`config.mk`:
```
export PLATFORM = sky130hd
export DESIGN_NAME = systolic_tile_ctrl
export DESIGN_NICKNAME = d
export VERILOG_FILES = /design/src/rtl/systolic_tile_ctrl.sv
export SDC_FILE = /design/constraint.sdc
export NUM_CORES = 1
export LEC_CHECK = 0
export CORE_MARGIN = 3
export CORE_UTILIZATION = 30
export CTS_CLUSTER_SIZE = 40
export DETAILED_ROUTE_END_ITERATION = 12
export PLACE_DENSITY = 0.6
export SLEW_MARGIN = 20
export SYNTH_ARGS = -nofsm -noshare
export SYNTH_HDL_FRONTEND = slang
export SYNTH_SLANG_ARGS = --single-unit
```
`constraint.sdc`:
```
create_clock -name clk -period 5.15 [get_ports clk]
set_input_delay 0.515 -clock clk [delete_from_list [all_inputs] [get_ports clk]]
set_output_delay 0.515 -clock clk [all_outputs]
set_load 0.005 [all_outputs]
```
`src/rtl/systolic_tile_ctrl.sv`:
```
// systolic_tile_ctrl: sequences one tile through the NxN array.
// Phases are weight load, switch and stream, skew drain, then a done pulse.
module systolic_tile_ctrl #(
  parameter int N      = 2,
  parameter int ROWS_W = 8,
  localparam int AW    = (N > 1) ? $clog2(N) : 1
) (
  input  logic              clk,
  input  logic              rst_n,
  input  logic              start,
  input  logic              abort,
  input  logic [1:0]        cfg_mode,
  input  logic [ROWS_W-1:0] cfg_rows,
  output logic              busy,
  output logic              done,
  output logic [1:0]        sys_mode,
  output logic              pe_enabled,
  output logic              w_rd_en,
  output logic [AW-1:0]     w_rd_addr,
  output logic              accept_w,
  output logic              in_rd_en,
  output logic [ROWS_W-1:0] in_rd_addr,
  output logic              valid,
  output logic              switch
);
  localparam logic [ROWS_W-1:0] LOAD_LAST  = ROWS_W'(N - 1);
  localparam logic [ROWS_W-1:0] DRAIN_LAST = ROWS_W'(2 * N - 2);
  localparam logic [AW-1:0]     W_TOP      = AW'(N - 1);
  typedef enum logic [2:0] {IDLE, LOAD_W, STREAM, DRAIN, DONE} state_t;
  state_t            state;
  logic [ROWS_W-1:0] cnt;
  logic [ROWS_W-1:0] rows;
  // Outputs are set for the state being entered, so every output is a register.
  always_ff @(posedge clk or negedge rst_n) begin
    if (!rst_n) begin
      state      <= IDLE;
      cnt        <= '0;
      rows       <= '0;
      busy       <= 1'b0;
      done       <= 1'b0;
      sys_mode   <= 2'b00;
      pe_enabled <= 1'b0;
      w_rd_en    <= 1'b0;
      w_rd_addr  <= '0;
      accept_w   <= 1'b0;
      in_rd_en   <= 1'b0;
      in_rd_addr <= '0;
      valid      <= 1'b0;
      switch     <= 1'b0;
    end else if (state != IDLE && (abort || state == DONE)) begin
      state      <= IDLE;
      cnt        <= '0;
      rows       <= '0;
      busy       <= 1'b0;
      done       <= 1'b0;
      sys_mode   <= 2'b00;
      pe_enabled <= 1'b0;
      w_rd_en    <= 1'b0;
      w_rd_addr  <= '0;
      accept_w   <= 1'b0;
      in_rd_en   <= 1'b0;
      in_rd_addr <= '0;
      valid      <= 1'b0;
      switch     <= 1'b0;
    end else begin
      case (state)
        IDLE: if (start && !abort && cfg_rows != '0) begin
          state      <= LOAD_W;
          rows       <= cfg_rows;
          sys_mode   <= cfg_mode;
          cnt        <= LOAD_LAST;
          busy       <= 1'b1;
          pe_enabled <= 1'b1;
          w_rd_en    <= 1'b1;
          accept_w   <= 1'b1;
          w_rd_addr  <= W_TOP;
        end
        LOAD_W: if (cnt == '0) begin
          state      <= STREAM;
          cnt        <= rows - 1'b1;
          w_rd_en    <= 1'b0;
          accept_w   <= 1'b0;
          w_rd_addr  <= '0;
          in_rd_en   <= 1'b1;
          in_rd_addr <= '0;
          valid      <= 1'b1;
          switch     <= 1'b1;
        end else begin
          cnt        <= cnt - 1'b1;
          w_rd_addr  <= w_rd_addr - 1'b1;
        end
        STREAM: begin
          switch <= 1'b0;
          if (cnt == '0) begin
            state      <= DRAIN;
            cnt        <= DRAIN_LAST;
            in_rd_en   <= 1'b0;
            in_rd_addr <= '0;
            valid      <= 1'b0;
          end else begin
            cnt        <= cnt - 1'b1;
            in_rd_addr <= in_rd_addr + 1'b1;
          end
        end
        DRAIN: if (cnt == '0) begin
          state <= DONE;
          done  <= 1'b1;
        end else begin
          cnt <= cnt - 1'b1;
        end
        default: ;
      endcase
    end
  end
endmodule

```
==> results of run 1 <==
==> logic make-up (layout without fill, tap and decap cells) <==
family	after synthesis	after routing	share of synthesized area, %
AO/OA/AOI/OAI	74	74	25.8
AND/OR/NAND/NOR	70	70	18.2
flip-flops	35	35	40.9
buffers and inverters	26	51	6.95
XOR/XNOR	12	12	4.91
adder cells (fa/ha/maj)	3	3	1.75
multiplexers	3	3	1.46
==> power breakdown <==
| part | internal [W] | total (W) | switching, W |
|---|---|---|---|
| Clock | 0.0000942 | 0.000206 | 0.000112 |
| Sequential | 0.000373 | 0.000514 | 0.000141 |
| Combinational | 0.000436 | 0.000938 | 0.000502 |
| Total | 0.000904 | 0.00166 | 0.000754 |
==> cells in the final DEF (no fill, tap or decap), drive strengths merged, types with 4 or more instances in the layout <==
cell and count:
xnor2 12, nor3b 5, nand2 12, clkdlybuf4s50 31
a21oi 13, inv 11, nor3 8, or4 4
a211oi 5, clkbuf 5, nor2 19, a22o 10
dfrtp 35, o21ai 15, nor4 5, o22ai 4
o31ai 5, o21bai 4
==> routing by layer <==
| layer | wire length [um] | global-route usage [%] | up-vias |
|---|---|---|---|
| li1 | - | - | 874 |
| met3 | 259 | 3.33 | 7 |
| met5 | 0 | 0 | - |
| met2 | 2220 | 19.1 | 58 |
| met4 | 73 | 4.21 | 0 |
| met1 | 2470 | 18.8 | 830 |
==> flip-flops by register name, indices dropped and copies added, names as in the netlist <==
signal	count
pe_enabled	1
sys_mode	2
valid	1
in_rd_addr	8
accept_w	1
switch	1
cnt	8
done	1
w_rd_addr	1
rows	8
state	3
==> per-stage QoR <==
stage / instance area [sq um] / utilization (%) / total power (W) / hold slack [ns]
after floorplan: 2140 / - / 0.00120 / 0.219
after CTS: 2560 / 37.2 / 0.00166 / 0.341
after global routing: 2560 / 37.2 / 0.00181 / 0.372
final: 2560 / 37.2 / 0.00166 / 0.295
after detailed placement: 2470 / 35.9 / 0.00145 / 0.496
after global placement: 2470 / 35.9 / 0.00144 / 0.495
==> worst max-delay path by stage <==
stage           start      end  slack, ns  cells past startpoint
2_1_floorplan  cnt[0]   cnt[6]       3.22                      7
3_3_place_gp    abort  rows[4]       2.27                      6
3_5_place_dp    abort  rows[7]       2.21                      6
4_1_cts         abort  rows[7]       2.50                      6
5_1_grt         abort  rows[7]       2.31                      6
6_report        abort  rows[7]       2.52                      6
==> cell type report <==
| type | count | area [sq um] | area share (%) |
|---|---|---|---|
| Timing Repair Buffer | 32 | 315 | 12.3 |
| Sequential cell | 35 | 876 | 34.2 |
| Clock inverter | 3 | 20.0 | 0.783 |
| Multi-Input combinational cell | 162 | 1120 | 43.6 |
| Clock buffer | 5 | 68.8 | 2.69 |
| Inverter | 11 | 41.3 | 1.61 |
| Tap cell | 96 | 120 | 4.70 |
==> results.py, run 1 <==
metrics = {
    "global_route": {
        "grt_start_max_net_pins": 36,
        "grt_antenna_before_repair": 0,
        "grt_pass1_vias": 1697,
        "track_usage_pct": 13.1,
        "grt_pass1_wl_um": 8680,
        "gr-total-overflow": 0,
    },
    "timing": {
        "fin_worst_skew_ns": 0.00540,
        "final_hold_viol_count": 0,
        "setup_viol": 0,
        "period_minus_slack_ns": 2.63,
        "fmax_ghz": 0.380,
        "fin_setup_tns_ns": 0,
        "max_slew_margin_pct": 45.9,
        "fin_crit_sh_pct": 51.1,
        "setup_ws_ns": 2.52,
        "slew_viol_final": 0,
        "grt_setup_unrepaired": "false",
        "worst_pin_slew_ns": 0.809,
    },
    "synth": {
        "synth_top_area_cell": "dfrtp_1",
        "synth-main-ff-cell": "dfrtp_1",
        "synth_edf_count": 0,
        "yosys.cell_types.count": 58,
        "ys_seq_area_share_pct": 40.9,
        "ys_warn_count": 0,
        "syn_inst": 223,
        "yosysMostFrequentCell": "dfrtp_1",
        "syn-cell-area_sq_mm": 0.00214,
        "synthesis.nets": 240,
        "ys_seq_elements": 35,
        "synthTopCellsByCount": "dfrtp_1 (35), nor2_1 (17), a21oi_1 (12), nand2_1 (12), xnor2_1 (12)",
        "synth.area.top_cells": "dfrtp_1 (41%), xnor2_1 (4.9%), a22o_1 (4.1%)",
        "syn_area_per_cell_sq_um": 9.60,
        "synth_top_cell_area_share_pct": 40.9,
        "async_flop_share_pct": 100,
    },
    "die": {
        "start_util_pct": 31.2,
        "dieHeight_um": 90.5,
        "core_sq_mm": 0.00687,
        "die_x_um": 90.5,
        "num_io_pins": 33,
        "die-area_sq_mm": 0.00819,
        "num_rows": 30,
    },
    "worst_setup_path": {
        "worstPathMaxFanout": 17,
        "critPathMaxStageDelay_ns": 0.71,
        "reg2reg_depth": 7,
        "worstPathRequired_ns": 5.38,
        "cp-end-kind": "flip-flop",
        "critPathKind": "primary input to flip-flop",
        "crit_path_start_kind": "primary input",
        "rrSetupSlack_ns": 2.73,
        "rr_endpoint": "in_rd_addr[7]",
        "cp_slowest_cell": "clkdlybuf4s50_1",
        "crit_arrival_ns": 2.86,
        "cpLargestDelayFamily": "simple AND/OR/NAND/NOR gates",
        "timing.rr.start": "cnt[0]",
        "crit_buf_inv": 1,
        "crit_chain": "clkdlybuf4s50_1, nand2b_1, a21oi_2, and2_1, nor2b_1, a22o_1",
    },
    "placed_design": {
        "place_ws_ns": 2.21,
        "portBuffers": 32,
        "routabilityCongestion": 0.818,
        "place_inst": 336,
        "hpwl_um": 3550,
    },
    "route": {
        "dr.pass1.iters": 4,
        "via_count": 1769,
        "wl_per_cell_um": 14.6,
        "via_per_inst": 5.14,
        "drt-initial-drc-count": 101,
        "antenna_left": 0,
        "drcViolationCount": 0,
        "wl_um": 5010,
    },
    "clock_network": {
        "hold_buffers": 0,
        "post_cts_resized": 0,
        "cts_setup_buffers": 0,
        "clk_latency_ns": 0.29,
        "clk_pin_slew_ns": 0.08,
        "cts_max_level": 2,
        "cts-root-buf": "clkbuf_8",
        "cts_tree": "yes",
        "clock-sinks": 35,
        "clockBufferDepth": 2,
        "cts_buffers": 5,
    },
    "layout": {
        "drive_gt1_share_pct": 10.9,
        "num_antenna_cells": 0,
        "layout.nets": 264,
        "area_delta_synth_final_pct": 19.5,
        "final_cells": 344,
        "fill_cells": 709,
    },
    "pwr": {
        "power_leakage_nw": 0.982,
        "powerDensity_mw_per_mm2": 648,
        "vdd_drop_max_mv": 0.293,
    },
    "status": {
        "status": "finished clean",
    },
    "min_path": {
        "min_path_type": "primary input to asynchronous set/reset pin",
    },
    "flow_run": {
        "maxCapViolations": 0,
    },
}
No activity file was read; power rests on OpenSTA's default activity.
==> inputs of run 2 (changes only) <==
--- a/config.mk
+++ b/config.mk
@@ -9,7 +9,7 @@
 export CORE_UTILIZATION = 30
 export CTS_CLUSTER_SIZE = 40
 export DETAILED_ROUTE_END_ITERATION = 12
-export PLACE_DENSITY = 0.6
+export PLACE_DENSITY = 0.61
 export SLEW_MARGIN = 20
 export SYNTH_ARGS = -nofsm -noshare
 export SYNTH_HDL_FRONTEND = slang
==> constraint.sdc (replaced) <==
create_clock -name clk -period 2.15 [get_ports clk]
set_input_delay 0.215 -clock clk [delete_from_list [all_inputs] [get_ports clk]]
set_output_delay 0.215 -clock clk [all_outputs]
set_load 0.005 [all_outputs]
==> run 2 against run 1 <==
- sequential power rose by 130%
- first-iteration DRC count increased by 78%
- the run now ends with hold timing left
- sequential cell count stayed put
- cell count rose by 6.7%
- register-to-register slack got worse by 2.6 ns
- highest routed layer unchanged
- critical path type is now flip-flop to flip-flop
- clock power rose to 3.0 times the previous value
- worst setup slack lost 2.4 ns
==> results.py, run 2 (synthesized netlist as in run 1, its figures left out) <==
metrics = {
    "status": {
        "status": "complete, but fails checks",
        "violations": "hold timing",
    },
    "global_route": {
        "track_usage_pct": 13.4,
        "grt_antenna_before_repair": 0,
        "grt_start_max_net_pins": 36,
        "grt_pass1_wl_um": 9030,
        "grt_pass1_vias": 1882,
        "gr-total-overflow": 0,
    },
    "timing": {
        "worst_pin_slew_ns": 0.785,
        "grt_setup_unrepaired": "false",
        "fin_setup_tns_ns": 0,
        "period_minus_slack_ns": 2.03,
        "fin_worst_skew_ns": 0.00606,
        "slew_viol_final": 0,
        "max_slew_margin_pct": 47.7,
        "fin_crit_sh_pct": 94.2,
        "hold_ws_ns": -0.00562,
        "setup_viol": 0,
        "fmax_ghz": 0.494,
        "final_hold_viol_count": 4,
    },
    "worst_setup_path": {
        "critPathMaxStageDelay_ns": 0.52,
        "rrSetupSlack_ns": 0.12,
        "cp-end-kind": "flip-flop",
        "worstPathRequired_ns": 2.37,
        "crit_path_start_kind": "flip-flop",
        "worstPathMaxFanout": 4,
        "crit_arrival_ns": 2.24,
        "crit_chain": "inv_1, ha_1, or3b_2, o31a_1, o22ai_2, o21ai_1, o21ai_0",
        "rr_endpoint": "cnt[3]",
        "critPathKind": "flip-flop to flip-flop",
        "reg2reg_depth": 7,
        "cp_slowest_cell": "or3b_2",
        "timing.rr.start": "cnt[0]",
    },
    "placed_design": {
        "portBuffers": 32,
        "place_inst": 358,
        "routabilityCongestion": 0.857,
        "postPlaceCellArea_sq_mm": 0.00263,
        "hpwl_um": 3800,
    },
    "flow_run": {
        "maxCapViolations": 0,
    },
    "die": {
        "die-area_sq_mm": 0.00819,
        "core_sq_mm": 0.00687,
        "num_rows": 30,
        "start_util_pct": 31.2,
        "dieHeight_um": 90.5,
        "die_x_um": 90.5,
        "num_io_pins": 33,
    },
    "layout": {
        "largest_registers": "cnt x8, in_rd_addr x8, rows x8",
        "final_common_cell": "dfrtp_1",
        "final_cells": 367,
        "drive_gt1_share_pct": 19.6,
        "area_delta_synth_final_pct": 29.9,
        "fin_area_sq_mm": 0.00278,
        "final_util_pct": 40.5,
        "num_antenna_cells": 0,
        "final_cell_mix": "dfrtp_1 (35), clkdlybuf4s50_1 (31), buf_4 (22)",
        "layout.nets": 287,
    },
    "clock_network": {
        "cts-root-buf": "clkbuf_8",
        "clock-sinks": 35,
        "cts_tree": "yes",
        "cts_max_level": 2,
        "clockBufferDepth": 2,
        "clk_pin_slew_ns": 0.07,
        "cts_buffers": 5,
        "clk_latency_ns": 0.30,
        "cts_setup_buffers": 0,
    },
    "route": {
        "antenna_left": 0,
        "via_count": 1869,
        "drt-initial-drc-count": 180,
        "wl_per_cell_um": 14.3,
        "via_per_inst": 5.09,
        "dr.pass1.iters": 4,
        "drcViolationCount": 0,
        "wl_um": 5260,
    },
    "pwr": {
        "power_leakage_nw": 1.12,
        "vdd_drop_max_mv": 0.606,
        "powerDensity_mw_per_mm2": 1620,
    },
    "min_path": {
        "min_path_type": "primary input to asynchronous set/reset pin",
    },
}
run 2: area by class of cell:
type	count	area, sq um
multi-input combinational	163	1150
timing repair buffer	54	480
clock inverter	2	35.0
fill	680	4090
sequential	35	876
inverter	11	41.3
tap	96	120
clock buffer	6	82.6
run 2: metal layers:
metal  up-vias  GRT usage (%)  routed length, um
li1        930              -                  -
met1       870           18.5               2490
met2        59           20.3               2380
met3        10           2.92                295
met4         0           5.61                 91
met5         -              0                  0
run 2: what timing repair did:
action,4_1_cts,5_1_grt
setup endpoints to repair,0,22
gates resized for setup,0,4
hold buffers,0,0
run 2: how the worst max path moves through the flow:
stage / start / cells past startpoint / to / slack, ns
global placement: cfg_rows[2] / 7 / rows[4] / 0.009
finish: cnt[0] / 7 / cnt[3] / 0.12
detailed placement: cfg_rows[5] / 7 / sys_mode[1] / -0.02
CTS: cnt[0] / 7 / cnt[3] / 0.06
floorplan: cnt[0] / 7 / cnt[6] / 0.22
global route: cnt[5] / 6 / cnt[0] / 0.004
run 2: through the flow:
stage	total power [W]	worst slack, ns
after floorplan	0.00289	0.217
after global placement	0.00377	0.00852
after detailed placement	0.00379	-0.0185
after CTS	0.00444	0.0588
after global routing	0.00488	0.00374
final	0.00450	0.125
run 2: report_power, final:
group / switching, W / internal, W
Clock: 0.000252 / 0.000375
Sequential: 0.000278 / 0.000895
Combinational: 0.00135 / 0.00134
Total: 0.00188 / 0.00262
run 2: critical path, delay by kind of cell (launching register included):
kind | cells | cell delay (ns)
buf+inv | 1 | 0.06
compound gates | 4 | 0.79
flops | 1 | 0.38
simple gates | 1 | 0.52
fa+ha+maj | 1 | 0.19
